===== src/rtl/lsu_mem_master_if.sv =====
// Load/store request, response and data-memory port bundle for lsu_mem_master.
// The master modport is the LSU's view. The slave modport is the core plus memory side.
interface lsu_mem_master_if #(
  parameter int unsigned AW = 32
) ();
  logic          req_valid;
  logic          req_ready;
  logic          req_we;
  logic [2:0]    req_funct3;
  logic [AW-1:0] req_addr;
  logic [31:0]   req_wdata;
  logic          resp_valid;
  logic [31:0]   resp_rdata;
  logic          resp_err;
  logic          mem_we;
  logic [AW-1:0] mem_addr;
  logic [31:0]   mem_wdata;
  logic [31:0]   mem_rdata;

  modport master (
    input  req_valid, req_we, req_funct3, req_addr, req_wdata, mem_rdata,
    output req_ready, resp_valid, resp_rdata, resp_err, mem_we, mem_addr, mem_wdata
  );

  modport slave (
    output req_valid, req_we, req_funct3, req_addr, req_wdata, mem_rdata,
    input  req_ready, resp_valid, resp_rdata, resp_err, mem_we, mem_addr, mem_wdata
  );
endinterface


===== src/rtl/lsu_mem_master.sv =====
// RV32 load/store initiator for a word-addressed 1-cycle synchronous data memory.
// Sub-word stores are done as read-modify-write of the containing word.
// Optional feature: define MISALIGN_TRAP_EN to reject misaligned LH/LHU/SH/LW/SW with resp_err.
module lsu_mem_master #(
  parameter int unsigned AW = 32
) (
  input  logic              clk,
  input  logic              rst_n,
  lsu_mem_master_if.master  bus
);

  typedef enum logic [2:0] {StIdle, StRd, StCap, StWr, StResp} state_e;

  state_e        state_q;
  logic          ready_q, resp_valid_q, resp_err_q, mem_we_q;
  logic [31:0]   resp_rdata_q, mem_wdata_q;
  logic [AW-1:0] mem_addr_q;
  logic          we_q;
  logic [2:0]    f3_q;
  logic [1:0]    off_q;
  logic [15:0]   wdata_q;

  logic        req_ok, misalign;
  logic [7:0]  lane_byte;
  logic [15:0] lane_half;
  logic [31:0] load_val, merged;

  assign bus.req_ready  = ready_q;
  assign bus.resp_valid = resp_valid_q;
  assign bus.resp_err   = resp_err_q;
  assign bus.resp_rdata = resp_rdata_q;
  assign bus.mem_we     = mem_we_q;
  assign bus.mem_addr   = mem_addr_q;
  assign bus.mem_wdata  = mem_wdata_q;

  // Decode legality of the request currently offered at the input.
  always_comb begin
`ifdef MISALIGN_TRAP_EN
    misalign = ((bus.req_funct3[1:0] == 2'b01) && bus.req_addr[0]) ||
               ((bus.req_funct3[1:0] == 2'b10) && (bus.req_addr[1:0] != 2'b00));
`else
    misalign = 1'b0;
`endif
    if (bus.req_we) begin
      req_ok = (bus.req_funct3 == 3'b000) || (bus.req_funct3 == 3'b001) ||
               (bus.req_funct3 == 3'b010);
    end else begin
      req_ok = (bus.req_funct3 == 3'b000) || (bus.req_funct3 == 3'b001) ||
               (bus.req_funct3 == 3'b010) || (bus.req_funct3 == 3'b100) ||
               (bus.req_funct3 == 3'b101);
    end
    req_ok = req_ok && !misalign;
  end

  // Lane extraction for loads and lane merge for sub-word stores, from the word read in CAP.
  always_comb begin
    case (off_q)
      2'd0:    lane_byte = bus.mem_rdata[7:0];
      2'd1:    lane_byte = bus.mem_rdata[15:8];
      2'd2:    lane_byte = bus.mem_rdata[23:16];
      default: lane_byte = bus.mem_rdata[31:24];
    endcase
    lane_half = off_q[1] ? bus.mem_rdata[31:16] : bus.mem_rdata[15:0];

    case (f3_q)
      3'b000:  load_val = {{24{lane_byte[7]}}, lane_byte};
      3'b001:  load_val = {{16{lane_half[15]}}, lane_half};
      3'b010:  load_val = bus.mem_rdata;
      3'b100:  load_val = {24'h0, lane_byte};
      3'b101:  load_val = {16'h0, lane_half};
      default: load_val = 32'h0;
    endcase

    merged = bus.mem_rdata;
    if (f3_q[0]) begin
      if (off_q[1]) merged[31:16] = wdata_q;
      else          merged[15:0]  = wdata_q;
    end else begin
      case (off_q)
        2'd0:    merged[7:0]   = wdata_q[7:0];
        2'd1:    merged[15:8]  = wdata_q[7:0];
        2'd2:    merged[23:16] = wdata_q[7:0];
        default: merged[31:24] = wdata_q[7:0];
      endcase
    end
  end

  // Request sequencing FSM; every output is a register updated here.
  always_ff @(posedge clk or negedge rst_n) begin
    if (!rst_n) begin
      state_q      <= StIdle;
      ready_q      <= 1'b1;
      resp_valid_q <= 1'b0;
      resp_err_q   <= 1'b0;
      resp_rdata_q <= 32'h0;
      mem_we_q     <= 1'b0;
      mem_addr_q   <= '0;
      mem_wdata_q  <= 32'h0;
      we_q         <= 1'b0;
      f3_q         <= 3'b000;
      off_q        <= 2'b00;
      wdata_q      <= 16'h0;
    end else begin
      resp_valid_q <= 1'b0;
      mem_we_q     <= 1'b0;
      unique case (state_q)
        StIdle: begin
          if (bus.req_valid) begin
            ready_q <= 1'b0;
            we_q    <= bus.req_we;
            f3_q    <= bus.req_funct3;
            off_q   <= bus.req_addr[1:0];
            wdata_q <= bus.req_wdata[15:0];
            if (!req_ok) begin
              state_q      <= StResp;
              resp_valid_q <= 1'b1;
              resp_err_q   <= 1'b1;
              resp_rdata_q <= 32'h0;
            end else begin
              resp_err_q <= 1'b0;
              mem_addr_q <= {2'b00, bus.req_addr[AW-1:2]};
              if (bus.req_we && (bus.req_funct3 == 3'b010)) begin
                // Full-word store needs no read.
                state_q     <= StWr;
                mem_we_q    <= 1'b1;
                mem_wdata_q <= bus.req_wdata;
              end else begin
                state_q <= StRd;
              end
            end
          end
        end
        StRd: state_q <= StCap;
        StCap: begin
          if (we_q) begin
            state_q     <= StWr;
            mem_we_q    <= 1'b1;
            mem_wdata_q <= merged;
          end else begin
            state_q      <= StResp;
            resp_valid_q <= 1'b1;
            resp_rdata_q <= load_val;
          end
        end
        StWr: begin
          state_q      <= StResp;
          resp_valid_q <= 1'b1;
          resp_rdata_q <= 32'h0;
        end
        StResp: begin
          state_q <= StIdle;
          ready_q <= 1'b1;
        end
        default: state_q <= StIdle;
      endcase
    end
  end

endmodule


===== src/flat_wrapper.sv =====
// flat-port wrapper written by rule: the top's interface ports become plain ports
module lsu_mem_master_flat 
#(
  parameter int unsigned AW = 32
)
  (clk, rst_n, bus_req_valid, bus_req_we, bus_req_funct3, bus_req_addr, bus_req_wdata, bus_mem_rdata, bus_req_ready, bus_resp_valid, bus_resp_rdata, bus_resp_err, bus_mem_we, bus_mem_addr, bus_mem_wdata);
  lsu_mem_master_if #(.AW(AW)) bus_i ();
  input  logic clk;
  input  logic rst_n;
  input wire logic [$bits(bus_i.req_valid)-1:0] bus_req_valid;
  input wire logic [$bits(bus_i.req_we)-1:0] bus_req_we;
  input wire logic [$bits(bus_i.req_funct3)-1:0] bus_req_funct3;
  input wire logic [$bits(bus_i.req_addr)-1:0] bus_req_addr;
  input wire logic [$bits(bus_i.req_wdata)-1:0] bus_req_wdata;
  input wire logic [$bits(bus_i.mem_rdata)-1:0] bus_mem_rdata;
  output wire logic [$bits(bus_i.req_ready)-1:0] bus_req_ready;
  output wire logic [$bits(bus_i.resp_valid)-1:0] bus_resp_valid;
  output wire logic [$bits(bus_i.resp_rdata)-1:0] bus_resp_rdata;
  output wire logic [$bits(bus_i.resp_err)-1:0] bus_resp_err;
  output wire logic [$bits(bus_i.mem_we)-1:0] bus_mem_we;
  output wire logic [$bits(bus_i.mem_addr)-1:0] bus_mem_addr;
  output wire logic [$bits(bus_i.mem_wdata)-1:0] bus_mem_wdata;
  assign bus_i.req_valid = bus_req_valid;
  assign bus_i.req_we = bus_req_we;
  assign bus_i.req_funct3 = bus_req_funct3;
  assign bus_i.req_addr = bus_req_addr;
  assign bus_i.req_wdata = bus_req_wdata;
  assign bus_i.mem_rdata = bus_mem_rdata;
  assign bus_req_ready = bus_i.req_ready;
  assign bus_resp_valid = bus_i.resp_valid;
  assign bus_resp_rdata = bus_i.resp_rdata;
  assign bus_resp_err = bus_i.resp_err;
  assign bus_mem_we = bus_i.mem_we;
  assign bus_mem_addr = bus_i.mem_addr;
  assign bus_mem_wdata = bus_i.mem_wdata;
  lsu_mem_master #(.AW(AW)) u_core (.clk(clk), .rst_n(rst_n), .bus(bus_i));
endmodule

===== config.mk =====
export PLATFORM = sky130hd
export DESIGN_NAME = lsu_mem_master_flat
export DESIGN_NICKNAME = d
export VERILOG_FILES = /design/src/rtl/lsu_mem_master_if.sv /design/src/rtl/lsu_mem_master.sv /design/src/flat_wrapper.sv
export SDC_FILE = /design/constraint.sdc
export NUM_CORES = 1
export LEC_CHECK = 0
export ABC_AREA = 1
export ABC_CLOCK_PERIOD_IN_PS = 1350
export BUFFER_PORTS_ARGS = -buffer_cell sky130_fd_sc_hd__buf_2
export CAP_MARGIN = 20
export CORE_ASPECT_RATIO = 0.6
export CORE_MARGIN = 3
export CORE_UTILIZATION = 48
export CTS_CLUSTER_SIZE = 8
export DETAILED_ROUTE_END_ITERATION = 16
export MAX_ROUTING_LAYER = met4
export PLACE_DENSITY = 0.88
export SYNTH_ARGS = -nofsm -noshare
export SYNTH_HDL_FRONTEND = slang
export SYNTH_SLANG_ARGS = --single-unit

===== constraint.sdc =====
create_clock -name clk -period 1.35 [get_ports clk]
set_input_delay 0.135 -clock clk [delete_from_list [all_inputs] [get_ports clk]]
set_output_delay 0.135 -clock clk [all_outputs]
set_load 0.01 [all_outputs]

==> reports/qor.csv, run 1 <==
stage;metric;value;unit
status;outcome;complete, but fails checks;
status;violated_checks;setup timing;
layout;regArea;3080;sq um
pwr;power-per-cell-area;2251;nW/um^2
clocking;path_clk_slew;70;ps
hold_path;worstHoldPathType;in2reg;
timing;worst_case_hold_slack;23.99;ps
die;floorplan.initialDensity;50.30;%
setup_path;crit_path_start;u_core.state_q[2];
hold_path;worst_hold_startpoint;bus_req_wdata[20];
setup_path;critPathMaxFanout;8;
grt;grt_max_degree;41;
routing;post_route_antenna_net_violation_count;0;
setup_path;reg2reg_depth;9;
die;num_io_pins;203;
layout;post_route_cells_drive_above_1_share;32.89;%
timing;pins_over_slew_limit;0;
layout;layout.cells.most_common;nand2_1;
synthesis;synth_area_leader;dfrtp_1;
layout;multi_input_combinational_cell_area;4198;sq um
timing;setup_violating_endpoint_count_in_the_final_report;115;
pwr;power.static_leakage;6.111;nW
synthesis;ys_warn_count;0;
grt;grtUsageTotal;33.72;%
synthesis;yosysSeqAreaShare;41.11;%
synthesis;dominantRegCellSynth;dfrtp_1;
setup_path;critical-path-top-cell-by-count;nand2_4;
setup_path;worst_ep_required_time;1720;ps
routing;drc_violation_count_after_routing;0;
timing;timing.clock.skew;13.97;ps
clocking;insertion_delay;430;ps
run;max_cap_violations;0;
setup_path;setup.worst_path.class;reg2reg;
clocking;cts_made_buffers;17;
routing;drt_pre_antenna_iters;8;
setup_path;crit_buf_inv;3;
place;place.port_buffers;200;
clocking;root_buffer;clkbuf_16;
die;die-width;167.3;microns
synthesis;ys_top_cells_by_area;dfrtp_1, nand2_1, nand3_1;
die;row_count;34;
setup_path;cp_cell_sequence;nor2_4, nand2_4, inv_6, nand2_4, o21ai_4, buf_12, buf_8, nand3_1, nand2_1;
grt;grt_pass1_vias;8331;
hold_path;hold_ep;u_core.bus.mem_wdata[20];
setup_path;end_of_the_worst_register_to_register_path;u_core.bus.mem_wdata[24];
routing;detail_route.wirelength;32580;microns
layout;final.fill_count;1110;
grt;antenna_violations_before_repair;1;
timing;rsz_0062_raised_after_global_routing;yes;
clocking;cts_tree;done;
synthesis;ys_ff_latch;123;
routing;route.detailed.vias_per_inst;5.790;
hold_path;worstHoldPathCells;4;
setup_path;critical-path-max-stage-delay;440;ps
grt;grt.overflow.total;0;
timing;achievable-frequency;613.7;MHz
routing;iteration_0_drc_markers;1035;
routing;wl_per_cell;20.09;microns
timing;final.period_utilization;120.7;%
pwr;vdd_drop_max;0.001210;V
routing;total_number_of_vias;9391;
place;detailed_place_hpwl;19320;microns
die;design.die.area;17190;sq um
timing;finalSetupTns;-19530;ps
place;post-place-ws;-168.5;ps
place;globalplace.congestion;1.053;
layout;syn_to_final_growth;47.93;%
setup_path;rr_startpoint;u_core.state_q[2];
layout;layout.nets;1513;
grt;top_usage_layer;met2;
synthesis;synth_enable_flop_cells;0;
synthesis;synth_largest_type_area_fraction;40.76;%
die;die-height;102.8;microns
clocking;cts.path.max_buffers;2;
setup_path;critical_path.slowest_cell;dfrtp_1;
clocking;max_h_tree_level;4;
synthesis;syn_inst;1124;
setup_path;timing.critical_path.max_delay_family;simple AND/OR/NAND/NOR gates;
synthesis;synth.cell_area;7490;sq um
timing;final.min_clock_period;1630;ps
timing;worst_slack;-279.5;ps
setup_path;end_kind;flip-flop;
synthesis;synth_async_sr_flop_share;100.0;%
synthesis;post_synth_num_cell_types;30;
clocking;clkSinkCount;123;
grt;grt_first_pass_wirelength;44250;microns
setup_path;critical_path.startpoint_type;flip-flop;
synthesis;synth.avg_cell_area;6.663;sq um
grt;fraction_of_met3_tracks_used_by_global_routing;11.03;%
layout;layout.cells.most_common_list;nand2_1, buf_2, nand3_1, dfrtp_1, inv_1;
grt;groute.layer.met1.usage;44.60;%
grt;globalRouteMet2Util;51.01;%
timing;final_hold_viols;0;
die;core-area;14890;sq um
setup_path;cp.arrival;2000;ps
setup_path;reg2reg_setup_slack;-280;ps
==> routing by layer <==
| layer | up-vias | routed length, microns | share of wire, % |
|---|---|---|---|
| met5 | - | 0 | 0 |
| met4 | 0 | 1172 | 3.6 |
| met3 | 130 | 4553 | 14 |
| met2 | 729 | 14110 | 43 |
| met1 | 4441 | 12750 | 39 |
| li1 | 4091 | - | - |
==> worst max path at each step <==
stage / endpoint / slack [ps] / cells past startpoint
6_report: u_core.bus.mem_wdata[24] / -280 / 9
5_1_grt: u_core.bus.mem_wdata[23] / -300 / 9
4_1_cts: u_core.bus.mem_wdata[7] / -110 / 8
3_5_place_dp: u_core.bus.mem_wdata[18] / -170 / 8
3_3_place_gp: u_core.bus.mem_wdata[7] / -90 / 8
2_1_floorplan: u_core.bus.resp_rdata[4] / -50 / 7
==> synthesized netlist by cell type, types with 3 or more instances <==
library cell	n
nand3_1	180
nor2_4	4
buf_1	4
nor2_1	62
nand2_2	3
nand2_1	497
buf_6	4
inv_2	5
dfrtp_1	122
o21ai_0	30
nand3_2	13
or2_2	29
buf_2	35
buf_4	9
inv_1	76
a21oi_1	21
clkbuf_1	17
==> sequential cells by signal, summed over array words and instances, names as in the netlist, 2 cells and up <==
| signal | count |
|---|---|
| u_core.off_q | 2 |
| u_core.bus.mem_addr | 30 |
| u_core.wdata_q | 16 |
| u_core.state_q | 3 |
| u_core.bus.mem_wdata | 32 |
| u_core.f3_q | 3 |
| u_core.bus.resp_rdata | 32 |
==> repair_timing <==
item	4_1_cts	5_1_grt
hold endpoints to repair	172	0
cloned	1	11
pin swaps	3	54
setup endpoints to repair	97	114
gates resized for setup	18	102
buffers inserted	3	4
hold buffers	51	0
==> power by group <==
| part | internal (mW) | switching, mW |
|---|---|---|
| Clock | 2.68 | 1.96 |
| Sequential | 5.29 | 1.33 |
| Combinational | 5.35 | 8.32 |
| Total | 13.3 | 11.6 |
==> metrics by stage <==
step           instances  utilization (%)  cell area, sq um  total power, mW
6_report            1622            74.41             11080            24.94
3_5_place_dp        1519            61.36              9136            17.99
2_1_floorplan       1125                -              7506            13.20
3_3_place_gp        1519            61.36              9136            17.72
4_1_cts             1606            69.44             10340            22.99
5_1_grt             1622            74.41             11080            26.27
==> kinds of logic after synthesis <==
| family | Yosys count | share of synthesized area (%) |
|---|---|---|
| DFF | 123 | 41.11 |
| and+or+nand+nor | 794 | 45.84 |
| other | 1 | 0.05007 |
| buffers and inverters | 150 | 8.954 |
| AOI/OAI and AO/OA | 56 | 4.043 |
==> worst reg2reg max path, stage by stage (launching register included) <==
cell and delay (ps):
dfrtp_1 440, nor2_4 220, nand2_4 120, inv_6 100
nand2_4 60, o21ai_4 80, buf_12 170, buf_8 160
nand3_1 110, nand2_1 90
==> layout make-up <==
| type | count | share of cell area [%] |
|---|---|---|
| diodes | 1 | 0.02259 |
| flip-flops and latches | 123 | 27.80 |
| clock inverters | 13 | 1.174 |
| repair buffers | 335 | 23.86 |
| well taps | 198 | 2.236 |
| clock buffers | 19 | 4.088 |
| multi-input cells | 852 | 37.89 |
| inverters | 81 | 2.925 |
Power figures use the tool's default switching activity.
==> run 2: changes to the inputs <==
--- a/config.mk
+++ b/config.mk
@@ -9,13 +9,15 @@
 export ABC_CLOCK_PERIOD_IN_PS = 1350
 export BUFFER_PORTS_ARGS = -buffer_cell sky130_fd_sc_hd__buf_2
 export CAP_MARGIN = 20
+export CELL_PAD_IN_SITES_DETAIL_PLACEMENT = 1
+export CELL_PAD_IN_SITES_GLOBAL_PLACEMENT = 1
 export CORE_ASPECT_RATIO = 0.6
 export CORE_MARGIN = 3
-export CORE_UTILIZATION = 48
+export CORE_UTILIZATION = 33
 export CTS_CLUSTER_SIZE = 8
 export DETAILED_ROUTE_END_ITERATION = 16
 export MAX_ROUTING_LAYER = met4
-export PLACE_DENSITY = 0.88
+export PLACE_DENSITY = 0.87
 export SYNTH_ARGS = -nofsm -noshare
 export SYNTH_HDL_FRONTEND = slang
 export SYNTH_SLANG_ARGS = --single-unit
==> run 2 against run 1 <==
Setup slack better by 96 ps. Maximum frequency is 6.3% higher. Clock power is 2% higher. Worst hold slack worse by 3.8 ps. Highest routed layer unchanged. Count of clock-buffer cells in the layout stayed put. Via count is 1.8% lower. Utilization is 23 points lower. Cell count is 9.1% higher. The run still ends with setup timing left.
==> reports/qor.csv, run 2 (synthesized netlist as in run 1, its figures left out) <==
stage;metric;value;unit;change
status;outcome;complete, but fails checks;;unchanged
status;violated_checks;setup timing;;unchanged
grt;grt_pass1_vias;9697;;was 8331
die;die-height;122.7;microns;was 102.8 microns
clocking;root_buffer;clkbuf_16;;unchanged
grt;grt_first_pass_wirelength;55210;microns;was 44250 microns
routing;wl_per_cell;21.10;microns;was 20.09 microns
clocking;max_h_tree_level;4;;unchanged
layout;post_route_cells_drive_above_1_share;35.35;%;was 32.89%
clocking;cts_made_buffers;17;;unchanged
die;num_io_pins;203;;unchanged
pwr;power.static_leakage;6.300;nW;was 6.111 nW
layout;layout.cells.most_common_list;nand2_1, buf_2, nand3_1, dfrtp_1, buf_4;;was nand2_1, buf_2, nand3_1, dfrtp_1, inv_1
timing;finalSetupTns;-10280;ps;was -19530 ps
grt;grtUsageTotal;29.97;%;was 33.72%
layout;syn_to_final_growth;52.47;%;was 47.93%
layout;final_cell_area;11420;sq um;was 11080 sq um
clocking;cts.path.max_buffers;2;;unchanged
place;globalplace.congestion;0.9994;;was 1.053
routing;drt_pre_antenna_iters;5;;was 8
place;dpl_cell_area;9407;sq um;was 9136 sq um
die;core-area;22180;sq um;was 14890 sq um
clocking;insertion_delay;430;ps;about the same
routing;detail_route.wirelength;37330;microns;was 32580 microns
clocking;clkSinkCount;123;;unchanged
routing;total_number_of_vias;9225;;was 9391
timing;worst_case_hold_slack;20.20;ps;was 23.99 ps
timing;setup_violating_endpoint_count_in_the_final_report;107;;was 115
routing;drc_violation_count_after_routing;0;;unchanged
pwr;design_power_total;26.51;mW;was 24.94 mW
timing;worst_slack;-183.3;ps;was -279.5 ps
layout;layout.nets;1549;;was 1513
grt;grt_max_degree;49;;was 41
timing;timing.clock.skew;10.47;ps;was 13.97 ps
setup_path;critPathMaxFanout;7;;was 8
die;die-width;200.5;microns;was 167.3 microns
timing;final.min_clock_period;1533;ps;was 1630 ps
timing;final_hold_viols;0;;unchanged
setup_path;end_kind;flip-flop;;unchanged
layout;layout.cells.most_common;nand2_1;;unchanged
grt;antenna_violations_before_repair;4;;was 1
routing;post_route_antenna_net_violation_count;0;;unchanged
pwr;vdd_drop_max;0.001446;V;was 0.001210 V
run;max_cap_violations;0;;unchanged
die;floorplan.initialDensity;33.77;%;was 50.30%
timing;rsz_0062_raised_after_global_routing;yes;;unchanged
die;design.die.area;24600;sq um;was 17190 sq um
timing;pins_over_slew_limit;0;;unchanged
timing;final.period_utilization;113.6;%;was 120.7%
routing;iteration_0_drc_markers;671;;was 1035
clocking;path_clk_slew;60;ps;was 70 ps
routing;route.detailed.vias_per_inst;5.215;;was 5.790
timing;achievable-frequency;652.2;MHz;was 613.7 MHz
pwr;power-per-cell-area;2321;nW/um^2;was 2251 nW/um^2
place;detailed_place_hpwl;24220;microns;was 19320 microns
hold_path;worstHoldPathType;in2reg;;unchanged
setup_path;critical-path-top-cell-by-count;nand2_1;;was nand2_4
setup_path;setup.worst_path.class;reg2reg;;unchanged
setup_path;critical_path.startpoint_type;flip-flop;;unchanged
setup_path;critical-path-max-stage-delay;460;ps;was 440 ps
setup_path;cp_cell_sequence;clkinv_4, buf_4, nand2_4, nand3_4, nand3_4, clkbuf_16, nand2_1, nand2_1, nand2_1;;was nor2_4, nand2_4, inv_6, nand2_4, o21ai_4, buf_12, buf_8, nand3_1, nand2_1
setup_path;critical_path.slowest_cell;dfrtp_2;;was dfrtp_1
clocking;cts_tree;done;;unchanged
die;row_count;42;;was 34
setup_path;worst_ep_required_time;1670;ps;was 1720 ps
setup_path;cp.arrival;1860;ps;was 2000 ps
grt;grt.overflow.total;0;;unchanged
place;place.port_buffers;200;;unchanged
## run 2: cell types whose count changed in the layout (fill, tap and decap cells not counted), moves of 4 or more
| cell | delta |
|---|---|
| nand2_1 | -33 |
| buf_4 | +34 |
| buf_6 | +11 |
| nand3_2 | -30 |
| nand2_4 | +7 |
| buf_12 | -6 |
| a21oi_1 | -5 |
| inv_6 | -6 |
| a21oi_2 | +5 |
| nand2_2 | +27 |
| nor2_1 | -6 |
| nand3_4 | -4 |
| nand3_1 | +34 |
## run 2: repair_timing
action / 4_1_cts / 5_1_grt
cloned: 5 / 8
hold endpoints to repair: 169 / 1
buffers inserted: 14 / 6
hold buffers: 48 / 1
setup endpoints to repair: 105 / 117
pin swaps: 6 / 22
gates resized for setup: 66 / 92
## run 2: layout make-up
| type | count | area, sq um |
|---|---|---|
| tap | 308 | 385.4 |
| fill | 2805 | 10760 |
| clock buffer | 19 | 432.9 |
| multi-input combinational | 852 | 4159 |
| antenna | 4 | 10.01 |
| sequential | 123 | 3083 |
| clock inverter | 11 | 147.6 |
| timing repair buffer | 371 | 2875 |
| inverter | 81 | 326.6 |
## run 2: metal layers
layer	up-vias	GRT usage, %	wire (microns)
met5	-	-	0
met4	0	8.242	624
met3	44	7.925	3131
met2	412	47.43	17210
met1	4614	38.43	16370
li1	4155	-	-
## run 2: path summary, 6_finish.rpt
kind                                         start                   endpoint  slack [ps]  cells past startpoint
max in group asynchronous                    rst_n       u_core.bus.req_ready         550                      3
hold reg to reg            u_core.bus.mem_addr[24]    u_core.bus.mem_addr[24]         480                      2
min in group asynchronous                    rst_n    u_core.bus.mem_wdata[9]         160                      2
setup reg to reg                   u_core.off_q[1]  u_core.bus.resp_rdata[15]        -180                      9
setup / recovery                   u_core.off_q[1]  u_core.bus.resp_rdata[15]        -180                      9
hold / removal                   bus_req_wdata[14]         u_core.wdata_q[14]          20                      3
## run 2: stage by stage
stage | std cells | worst slack, ps | utilization, %
finish | 1769 | -183.3 | 51.50
global route | 1769 | -246.1 | 51.50
CTS | 1752 | -119.4 | 49.06
detailed placement | 1655 | -185.1 | 42.42
global placement | 1655 | -133.1 | 42.42
floorplan | 1125 | -50.13 | -
## run 2: critical path, delay by kind of cell (launching register included)
family        cells  cell delay (ps)
buf+inv           3              450
flops             1              460
simple gates      6              500
## run 2: report_power, final
group | internal (mW) | switching, mW
combinational | 6.03 | 9.04
clock | 2.88 | 1.85
sequential | 5.30 | 1.40
total | 14.2 | 12.3
==> run 3: changes to the inputs <==
--- a/config.mk
+++ b/config.mk
@@ -17,7 +17,7 @@
 export CTS_CLUSTER_SIZE = 8
 export DETAILED_ROUTE_END_ITERATION = 16
 export MAX_ROUTING_LAYER = met4
-export PLACE_DENSITY = 0.87
+export PLACE_DENSITY_LB_ADDON = 0.08
 export SYNTH_ARGS = -nofsm -noshare
 export SYNTH_HDL_FRONTEND = slang
 export SYNTH_SLANG_ARGS = --single-unit
==> constraint.sdc (replaced) <==
create_clock -name clk -period 1.35 [get_ports clk]
set_input_delay 0.0675 -clock clk [delete_from_list [all_inputs] [get_ports clk]]
set_output_delay 0.0675 -clock clk [all_outputs]
set_load 0.01 [all_outputs]
==> run 3 against run 2 <==
Non-clock buffer count increased by 1. First-iteration DRC count decreased by 11%. Sequential share of layout area increased by 0.37 points. The run still ends with setup timing left. Die area unchanged. Setup slack improved by 41 ps. Critical path depth decreased by 1. Clock skew about the same.
==> reports/qor.csv, run 3 (synthesized netlist as in run 1, its figures left out) <==
stage;metric;value;unit;change
status;outcome;complete, but fails checks;;unchanged
status;violated_checks;setup timing;;unchanged
routing;route.detailed.vias_per_inst;4.943;;was 5.215
timing;worst_case_hold_slack;14.84;ps;was 20.20 ps
clocking;root_buffer;clkbuf_16;;unchanged
clocking;cts_tree;done;;unchanged
grt;antenna_violations_before_repair;1;;was 4
clocking;cts_made_buffers;17;;unchanged
layout;layout.cells.most_common;nand2_1;;unchanged
timing;final.period_utilization;110.5;%;was 113.6%
layout;layout.nets;1550;;was 1549
hold_path;worst_hold_startpoint;bus_req_wdata[22];;was bus_req_wdata[14]
setup_path;cp.arrival;1810;ps;was 1860 ps
routing;iteration_0_drc_markers;600;;was 671
layout;post_layout_nonfiller_instances;1767;;was 1769
hold_path;worstHoldPathCells;4;;was 3
pwr;power.static_leakage;6.217;nW;was 6.300 nW
clocking;clkSinkCount;123;;unchanged
setup_path;rr_startpoint;u_core.off_q[1];;unchanged
setup_path;cp_cell_sequence;clkinv_4, buf_12, nand2_1, nand2_1, a21oi_2, nand2_1, nand3_1, nand2_1;;was clkinv_4, buf_4, nand2_4, nand3_4, nand3_4, clkbuf_16, nand2_1, nand2_1, nand2_1
timing;achievable-frequency;670.1;MHz;was 652.2 MHz
setup_path;end_of_the_worst_register_to_register_path;u_core.bus.mem_wdata[22];;was u_core.bus.resp_rdata[15]
die;core-area;22180;sq um;unchanged
clocking;path_clk_slew;50;ps;was 60 ps
place;post-place-cells;1648;;was 1655
timing;timing.clock.skew;10.22;ps;was 10.47 ps
setup_path;setup.worst_path.end;u_core.bus.mem_wdata[22];;was u_core.bus.resp_rdata[15]
setup_path;critPathMaxFanout;13;;was 7
setup_path;end_kind;flip-flop;;unchanged
timing;rsz_0062_raised_after_global_routing;yes;;unchanged
layout;layout.cells.most_common_list;nand2_1, buf_2, nand3_1, dfrtp_1, inv_1;;was nand2_1, buf_2, nand3_1, dfrtp_1, buf_4
die;die-height;122.7;microns;unchanged
die;die-width;200.5;microns;unchanged
setup_path;critical-path-top-cell-by-count;nand2_1;;unchanged
place;detailed_place_hpwl;23930;microns;was 24220 microns
routing;total_number_of_vias;8735;;was 9225
clocking;max_h_tree_level;4;;unchanged
layout;syn_to_final_growth;50.33;%;was 52.47%
routing;drc_violation_count_after_routing;0;;unchanged
setup_path;reg2reg_depth;8;;was 9
timing;setup_violating_endpoint_count_in_the_final_report;98;;was 107
hold_path;worstHoldPathType;in2reg;;unchanged
timing;worst_slack;-142.4;ps;was -183.3 ps
die;design.die.area;24600;sq um;unchanged
layout;post_route_cells_drive_above_1_share;31.43;%;was 35.35%
grt;grt.overflow.total;0;;unchanged
grt;grt_max_degree;40;;was 49
clocking;insertion_delay;440;ps;was 430 ps
setup_path;critical-path-max-stage-delay;460;ps;about the same
grt;grt_first_pass_wirelength;50550;microns;was 55210 microns
timing;final.min_clock_period;1492;ps;was 1533 ps
run;max_cap_violations;0;;unchanged
clocking;cts.path.max_buffers;2;;unchanged
routing;detail_route.wirelength;33220;microns;was 37330 microns
setup_path;critical_path.startpoint_type;flip-flop;;unchanged
grt;grt_pass1_vias;9063;;was 9697
place;globalplace.congestion;0.9499;;was 0.9994
die;floorplan.initialDensity;33.77;%;unchanged
timing;pins_over_slew_limit;0;;unchanged
timing;final_hold_viols;0;;unchanged
routing;drt_pre_antenna_iters;5;;unchanged
die;row_count;42;;unchanged
setup_path;setup.worst_path.class;reg2reg;;unchanged
pwr;vdd_drop_max;0.001139;V;was 0.001446 V
place;place.port_buffers;200;;unchanged
setup_path;crit_path_start;u_core.off_q[1];;unchanged
routing;post_route_antenna_net_violation_count;0;;unchanged
pwr;power-per-cell-area;2204;nW/um^2;was 2321 nW/um^2
routing;wl_per_cell;18.80;microns;was 21.10 microns
setup_path;critical_path.slowest_cell;dfrtp_2;;unchanged
setup_path;worst_ep_required_time;1670;ps;about the same
grt;grtUsageTotal;27.29;%;was 29.97%
die;num_io_pins;203;;unchanged
setup_path;reg2reg_setup_slack;-140;ps;was -180 ps
run 3: cell count changes in the layout (fill, tap and decap cells not counted), sizes merged:
cell         delta
bufinv          -3
diode           -2
dlygate4sd3    +19
clkbuf          +1
clkinv          +1
buf            -17
inv             -1
run 3: per-stage QoR:
stage / util [%] / total power [mW] / setup WS [ps] / cell area (sq um) / TNS (ps)
2_1_floorplan: - / 13.20 / -50.13 / 7506 / -1235
3_3_place_gp: 42.58 / 18.77 / -134.1 / 9442 / -4026
3_5_place_dp: 42.58 / 19.02 / -154.9 / 9442 / -7620
4_1_cts: 49.04 / 23.91 / -108.5 / 10880 / -5718
5_1_grt: 50.76 / 26.74 / -222.5 / 11260 / -16550
6_report: 50.77 / 24.82 / -142.4 / 11260 / -6987
run 3: area by class of cell:
cell class | count | area (sq um)
fillers | 2905 | 10920
multi-input cells | 852 | 4053
flip-flops and latches | 123 | 3082
repair buffers | 372 | 2920
clock buffers | 21 | 450.4
well taps | 308 | 385.4
inverters | 81 | 314.1
clock inverters | 8 | 50.05
diodes | 2 | 5.005
run 3: layer usage:
metal	vias to the layer above	wire, microns	GRT usage, %	share of wire [%]
met5	-	0	-	0
met2	218	13930	38.63	42
met4	0	422	6.357	1.3
li1	4167	-	-	-
met1	4316	16660	38.67	50
met3	34	2206	7.554	6.6
run 3: how the worst min path moves through the flow:
stage | endpoint
global placement | u_core.bus.mem_addr[16]
detailed placement | u_core.bus.mem_addr[16]
finish | u_core.bus.mem_wdata[22]
global route | u_core.bus.mem_wdata[22]
floorplan | u_core.bus.mem_addr[0]
CTS | u_core.bus.mem_wdata[22]
run 3: what timing repair did:
item / CTS / global route
setup endpoints to repair: 97 / 116
setup buffers: 9 / 3
endpoints found under the hold margin: 204 / 0
gates cloned: 0 / 8
pin swaps: 13 / 10
hold buffers: 68 / 0
gates resized for setup: 46 / 45
run 3: worst max-delay path, delay by kind of cell (launching register included):
family	cells	cell delay [ps]
flip-flops	1	460
AO/OA/AOI/OAI	1	210
AND/OR/NAND/NOR	5	420
buffers and inverters	2	290
run 3: where the power goes:
| group | internal [mW] | switching (mW) |
|---|---|---|
| combinational | 5.84 | 8.38 |
| clock | 2.34 | 1.76 |
| sequential | 5.30 | 1.21 |
